<file path="src/rtl/led_strobe_pkg.sv">
`default_nettype none
// ============================================================================
// Module      : led_strobe_pkg
// Description : Shared types and default sizing for the LED strobe generator:
//               sequencer state encoding, default channel/field widths and
//               the last counter value of a frame.
// Revision    : 1.0 - initial release
// ============================================================================
package led_strobe_pkg;

  localparam int NCH_DEF   = 5;
  localparam int FBITS_DEF = 12;
  localparam int WBITS_DEF = 8;

  // Last frame counter value for a frame of 2^fbits clocks
  function automatic int frame_last(input int fbits);
    return (1 << fbits) - 1;
  endfunction

  localparam int FRAME_LAST = (1 << FBITS_DEF) - 1;

  typedef enum logic [1:0] {
    ST_IDLE  = 2'd0,
    ST_RUN   = 2'd1,
    ST_DRAIN = 2'd2
  } state_t;

endpackage
`default_nettype wire

</file>
<file path="src/rtl/strobe_channel.sv">
`default_nettype none
// ============================================================================
// Module      : strobe_channel
// Description : One emitter channel. Holds the pending (software-written) and
//               active (frame-locked) phase/width pair and decodes whether the
//               frame counter lies inside the active strobe window.
// Revision    : 1.0 - initial release
// ============================================================================
module strobe_channel
  import led_strobe_pkg::*;
#(
  parameter int FBITS = FBITS_DEF,
  parameter int WBITS = WBITS_DEF
) (
  input  logic             clk,
  input  logic             rst,
  input  logic             i_wr,
  input  logic [FBITS-1:0] i_phase,
  input  logic [WBITS-1:0] i_width,
  input  logic             i_load,
  input  logic [FBITS-1:0] i_cnt,
  output logic             o_hit
);

  logic [FBITS-1:0] r_pend_phase;
  logic [WBITS-1:0] r_pend_width;
  logic [FBITS-1:0] r_act_phase;
  logic [WBITS-1:0] r_act_width;
  logic [FBITS:0]   w_end;

  // Pending pair captures accepted configuration writes for this channel
  always_ff @(posedge clk) begin
    if (rst) begin
      r_pend_phase <= '0;
      r_pend_width <= '0;
    end else if (i_wr) begin
      r_pend_phase <= i_phase;
      r_pend_width <= i_width;
    end
  end

  // Active pair only changes at run start or frame wrap, so a frame is never torn
  always_ff @(posedge clk) begin
    if (rst) begin
      r_act_phase <= '0;
      r_act_width <= '0;
    end else if (i_load) begin
      r_act_phase <= r_pend_phase;
      r_act_width <= r_pend_width;
    end
  end

  // Window end is one bit wider so a window running past the frame end is
  // simply clipped instead of wrapping into the start of the next frame.
  assign w_end = {1'b0, r_act_phase} + (FBITS+1)'(r_act_width);
  assign o_hit = (i_cnt >= r_act_phase) && ({1'b0, i_cnt} < w_end);

endmodule
`default_nettype wire

</file>
<file path="src/rtl/led_strobe_gen.sv">
`default_nettype none
// ============================================================================
// Module      : led_strobe_gen
// Description : Frame-based multi-channel LED strobe generator. A free-running
//               frame counter drives NCH phase/width windows; a small
//               IDLE/RUN/DRAIN sequencer lets runs finish on frame boundaries.
//               Optional feature macro: LED_STROBE_BURST_EN adds a burst_len
//               port that ends a run after a fixed number of frames.
// Revision    : 1.0 - initial release
// ============================================================================
module led_strobe_gen
  import led_strobe_pkg::*;
#(
  parameter int NCH   = NCH_DEF,
  parameter int FBITS = FBITS_DEF,
  parameter int WBITS = WBITS_DEF
) (
  input  logic             clk,
  input  logic             rst,
  input  logic             cfg_valid,
  output logic             cfg_ready,
  input  logic [2:0]       cfg_ch,
  input  logic [FBITS-1:0] cfg_phase,
  input  logic [WBITS-1:0] cfg_width,
  input  logic             start,
  input  logic             stop,
`ifdef LED_STROBE_BURST_EN
  input  logic [15:0]      burst_len,
`endif
  output logic [NCH-1:0]   strobe,
  output logic             frame_sync,
  output logic             busy,
  output logic             done
);

  localparam logic [FBITS-1:0] c_FRAME_LAST = FBITS'(frame_last(FBITS));

  state_t           r_state;
  state_t           w_state_nxt;
  logic [FBITS-1:0] r_cnt;
  logic [NCH-1:0]   r_strobe;
  logic             r_frame_sync;
  logic             r_done;
  logic [NCH-1:0]   w_hit;
  logic             w_active;
  logic             w_at_last;
  logic             w_wrap;
  logic             w_launch;
  logic             w_load;
  logic             w_xfer;
  logic             w_stop_req;

  assign w_active  = (r_state != ST_IDLE);
  assign w_at_last = (r_cnt == c_FRAME_LAST);
  assign w_wrap    = w_active && w_at_last;
  // start together with stop in IDLE is treated as no request
  assign w_launch  = (r_state == ST_IDLE) && start && !stop;
  assign w_load    = w_launch || w_wrap;
  // Writes are refused only on the frame-wrap cycle, when active values reload
  assign cfg_ready = !w_wrap;
  assign w_xfer    = cfg_valid && cfg_ready;

`ifdef LED_STROBE_BURST_EN
  logic [15:0] r_frames;

  // Frame number within the current run, 1 for the first frame
  always_ff @(posedge clk) begin
    if (rst) begin
      r_frames <= '0;
    end else if (w_launch) begin
      r_frames <= 16'd1;
    end else if (w_wrap) begin
      r_frames <= r_frames + 16'd1;
    end
  end

  assign w_stop_req = stop || ((burst_len != 16'd0) && (r_frames == burst_len));
`else
  assign w_stop_req = stop;
`endif

  // Sequencer state register
  always_ff @(posedge clk) begin
    if (rst) begin
      r_state <= ST_IDLE;
    end else begin
      r_state <= w_state_nxt;
    end
  end

  // Sequencer next state; a stop in DRAIN is a no-op
  always_comb begin
    w_state_nxt = r_state;
    case (r_state)
      ST_IDLE:  if (w_launch)   w_state_nxt = ST_RUN;
      ST_RUN:   if (w_stop_req) w_state_nxt = ST_DRAIN;
      ST_DRAIN: if (w_at_last)  w_state_nxt = ST_IDLE;
      default:                  w_state_nxt = ST_IDLE;
    endcase
  end

  // Frame counter: restarts at run launch, free-runs (and wraps) while busy
  always_ff @(posedge clk) begin
    if (rst || w_launch) begin
      r_cnt <= '0;
    end else if (w_active) begin
      r_cnt <= r_cnt + 1'b1;
    end
  end

  generate
    for (genvar i = 0; i < NCH; i++) begin : g_ch
      strobe_channel #(
        .FBITS (FBITS),
        .WBITS (WBITS)
      ) u_ch (
        .clk     (clk),
        .rst     (rst),
        .i_wr    (w_xfer && (cfg_ch == 3'(i))),
        .i_phase (cfg_phase),
        .i_width (cfg_width),
        .i_load  (w_load),
        .i_cnt   (r_cnt),
        .o_hit   (w_hit[i])
      );
    end
  endgenerate

  // Registered outputs lag the counter by one cycle; strobes are gated in IDLE
  always_ff @(posedge clk) begin
    if (rst) begin
      r_strobe     <= '0;
      r_frame_sync <= 1'b0;
      r_done       <= 1'b0;
    end else begin
      r_strobe     <= w_active ? w_hit : '0;
      r_frame_sync <= w_active && (r_cnt == '0);
      r_done       <= (r_state == ST_DRAIN) && w_at_last;
    end
  end

  assign strobe     = r_strobe;
  assign frame_sync = r_frame_sync;
  assign done       = r_done;
  assign busy       = w_active;

endmodule
`default_nettype wire

</file>
<file path="config.mk">
export PLATFORM = sky130hd
export DESIGN_NAME = led_strobe_gen
export DESIGN_NICKNAME = d
export VERILOG_FILES = /design/src/rtl/led_strobe_pkg.sv /design/src/rtl/strobe_channel.sv /design/src/rtl/led_strobe_gen.sv
export SDC_FILE = /design/constraint.sdc
export NUM_CORES = 1
export LEC_CHECK = 0
export CAP_MARGIN = 20
export CELL_PAD_IN_SITES_DETAIL_PLACEMENT = 1
export CELL_PAD_IN_SITES_GLOBAL_PLACEMENT = 1
export CORE_MARGIN = 2
export CORE_UTILIZATION = 47
export CTS_CLUSTER_SIZE = 14
export DETAILED_ROUTE_END_ITERATION = 6
export GPL_TIMING_DRIVEN = 0
export PLACE_DENSITY = 0.8
export SLEW_MARGIN = 5
export SYNTH_ARGS = -nofsm -noshare
export SYNTH_HDL_FRONTEND = slang
export SYNTH_SLANG_ARGS = --single-unit
export TNS_END_PERCENT = 100
</file>
<file path="constraint.sdc">
create_clock -name clk -period 3.38 [get_ports clk]
set_input_delay 0.507 -clock clk [delete_from_list [all_inputs] [get_ports clk]]
set_output_delay 0.507 -clock clk [all_outputs]
set_load 0.01 [all_outputs]
</file>
==> results.json <==
{
  "start_kind": "flip-flop",
  "drc_errors": 0,
  "yosysWarnings": 0,
  "grt_pass1_vias": 11838,
  "fmax_mhz": 310.3,
  "critical_path_class": "flip-flop to output pin",
  "async_flop_share": 0,
  "die_h_um": 167.1,
  "synth.area.top_cells": "dfxtp_1, ha_1, nand2_1",
  "syn_inst": 1580,
  "root_buffer": "clkbuf_16",
  "power_density_nw_per_um2": 395.1,
  "n_antenna_cell": 0,
  "cts_buffer_depth": 3,
  "die_x_um": 167.1,
  "rsz0062_at_grt": "yes",
  "drt-pass1-iter-count": 5,
  "drv_cap": 0,
  "clkTransAtPathRegs_ns": 0.06,
  "clock-sinks": 221,
  "vias": 11411,
  "ys_types": 53,
  "nFillCells": 3280,
  "finish.utilization": 0.5474,
  "cts_tree": "built",
  "antenna_found_initial": 1,
  "setup_viol": 0,
  "synth_top_cell_area_share": 0.3539,
  "r2r-start": "g_ch[1].u_ch.r_act_width[0]",
  "synth_ff_type": "dfxtp_1",
  "synth_area_um2": 12500,
  "synth_commonest_cells": "nand2_1, a21oi_1, dfxtp_1, ha_1, inv_1",
  "hpwl_um": 29550,
  "core_area_um2": 26060,
  "worstPathRequired_ns": 2.87,
  "critPathMaxFanout": 15,
  "initial_utilization": 0.4798,
  "irDropWorstVdd_uv": 362.0,
  "crit_path_end_kind": "output pin",
  "syn-num-nets": 1770,
  "finalSetupTns_ns": 0,
  "insertion_delay_ns": 0.53,
  "grt_util_all_layers": 0.2898,
  "row_count": 59,
  "rr_endpoint": "strobe[1]",
  "gr-total-overflow": 0,
  "totalWireLength_um": 40880,
  "numPortBuffers": 35,
  "hold_violations": 0,
  "synth_edf_count": 0,
  "slew_headroom": 0.2258,
  "ant_nets": 0,
  "outcome": "finished, final reports clean",
  "yosys.area.top_type": "dfxtp_1",
  "syn_to_final_growth_pct": 14.10,
  "io_pins": 37,
  "finalMaxSlewViolations": 0,
  "hold_depth": 2,
  "place.gp.congestion": 0.8386,
  "rrSetupSlack_ns": 0.17,
  "seq_area_frac_synth": 0.3539,
  "vias_per_cell": 5.711,
  "cellLeakagePower_nw": 5.359,
  "worstHoldPathType": "flip-flop to flip-flop",
  "cp.arrival_ns": 2.72,
  "period_needed_ns": 3.223,
  "avgRoutedWirePerCell_um": 20.46,
  "first_iter_violations": 631,
  "hp-start": "g_ch[2].u_ch.r_pend_phase[0]",
  "fin_skew_ns": 0.01020,
  "min_to": "g_ch[2].u_ch.r_act_phase[0]",
  "yosysMostFrequentCell": "nand2_1",
  "die-area_um2": 27920,
  "grt_pass1_wl_um": 63860,
  "rr_worst_depth": 13,
  "tightestPinTransition_ns": 1.160,
  "cts_buffers": 25,
  "avgSynthCellArea_um2": 7.913,
  "drive_above_1_share": 0.07697,
  "layout.nets": 1836,
  "synth_seq_cells": 221,
  "final.period_utilization": 0.9535,
  "htreeDepth": 1,
  "grt_max_degree": 17
}
## routing by layer
layer	global-route usage	up-vias	wire [um]
met5	0	-	0
met4	0.08508	0	1182
met3	0.03025	71	1650
met2	0.5038	220	19320
met1	0.3812	5562	18730
li1	-	5558	-
## stage by stage
| step | hold WS [ns] | total power, mW | setup WS [ns] | area, um^2 | cells |
|---|---|---|---|---|---|
| 5_1_grt | 0.4744 | 5.801 | -0.02326 | 14260 | 1998 |
| 3_5_place_dp | 0.4471 | 3.098 | -0.3345 | 13270 | 1950 |
| 3_3_place_gp | 0.4416 | 3.087 | -0.2169 | 13270 | 1950 |
| 6_report | 0.4537 | 5.636 | 0.1572 | 14260 | 1998 |
| 4_1_cts | 0.4557 | 5.664 | 0.001637 | 14120 | 1995 |
| 2_1_floorplan | 0.4319 | 2.920 | 0.3432 | 12500 | 1580 |
## power breakdown
| part | switching [mW] | internal [mW] | leakage, nW |
|---|---|---|---|
| registers | 0.0317 | 2.64 | 1.79 |
| logic | 0.259 | 0.122 | 3.19 |
| clock network | 1.11 | 1.47 | 0.373 |
## what timing repair did
action | CTS | global route
endpoints found under the setup margin | 4 | 5
hold buffers | 0 | 0
pin swaps | 2 | 11
gates resized for setup | 21 | 26
buffers inserted | 1 | 3
## worst max-delay path, cell delays in order, from the launching register on
cell	delay [ns]
dfxtp_1	1.09
and3_4	0.37
buf_6	0.15
nand2_1	0.09
clkdlybuf4s50_1	0.49
## layout by cell type (no fill, tap or decap), drive strengths merged, types with 35 or more instances in the layout
| cell | count |
|---|---|
| a21oi | 239 |
| o21ai | 44 |
| nand2 | 448 |
| clkdlybuf4s50 | 35 |
| inv | 71 |
| dfxtp | 221 |
| ha | 157 |
| buf | 42 |
| nor2 | 42 |
| clkbuf | 69 |
## kinds of logic (layout without fill, tap and decap cells)
| group | after synthesis | count (layout) | share of synthesized area |
|---|---|---|---|
| and+or+nand+nor | 599 | 599 | 0.2024 |
| AOI/OAI and AO/OA | 398 | 398 | 0.1861 |
| DFF | 221 | 221 | 0.3539 |
| adders and majority gates | 162 | 162 | 0.1651 |
| buffers and inverters | 139 | 222 | 0.04974 |
| xor gates and xnor gates | 61 | 61 | 0.04273 |
## worst max-delay path by stage
stage,startpoint,to,slack (ns),cells after the start
finish,r_cnt[10],cfg_ready,0.16,4
floorplan,g_ch[1].u_ch.r_act_phase[0],strobe[1],0.34,13
global placement,g_ch[1].u_ch.r_act_phase[0],strobe[1],-0.22,13
detailed placement,g_ch[2].u_ch.r_act_phase[0],strobe[2],-0.33,13
global route,g_ch[1].u_ch.r_act_width[0],strobe[1],-0.02,13
CTS,g_ch[2].u_ch.r_act_phase[0],strobe[2],0.002,13
## area by class of cell
class                   instances  area (um^2)  share of cell area
multi-input cells            1220         7635              0.5352
flip-flops and latches        221         4441              0.3113
clock buffers                  37        720.7             0.05052
well taps                     335        419.2             0.02938
repair buffers                 39        380.4             0.02666
plain buffers                  70        362.8             0.02544
inverters                      69        259.0             0.01816
clock inverters                 7        47.55            0.003333
## flip-flops by register name (all words and copies together), names as in the netlist
name	count
frame_sync	1
g_ch.u_ch.r_pend_width	40
g_ch.u_ch.r_act_width	40
g_ch.u_ch.r_pend_phase	60
strobe	5
done	1
r_cnt	12
r_state	2
g_ch.u_ch.r_act_phase	60
(Power assumes the default switching activity.)
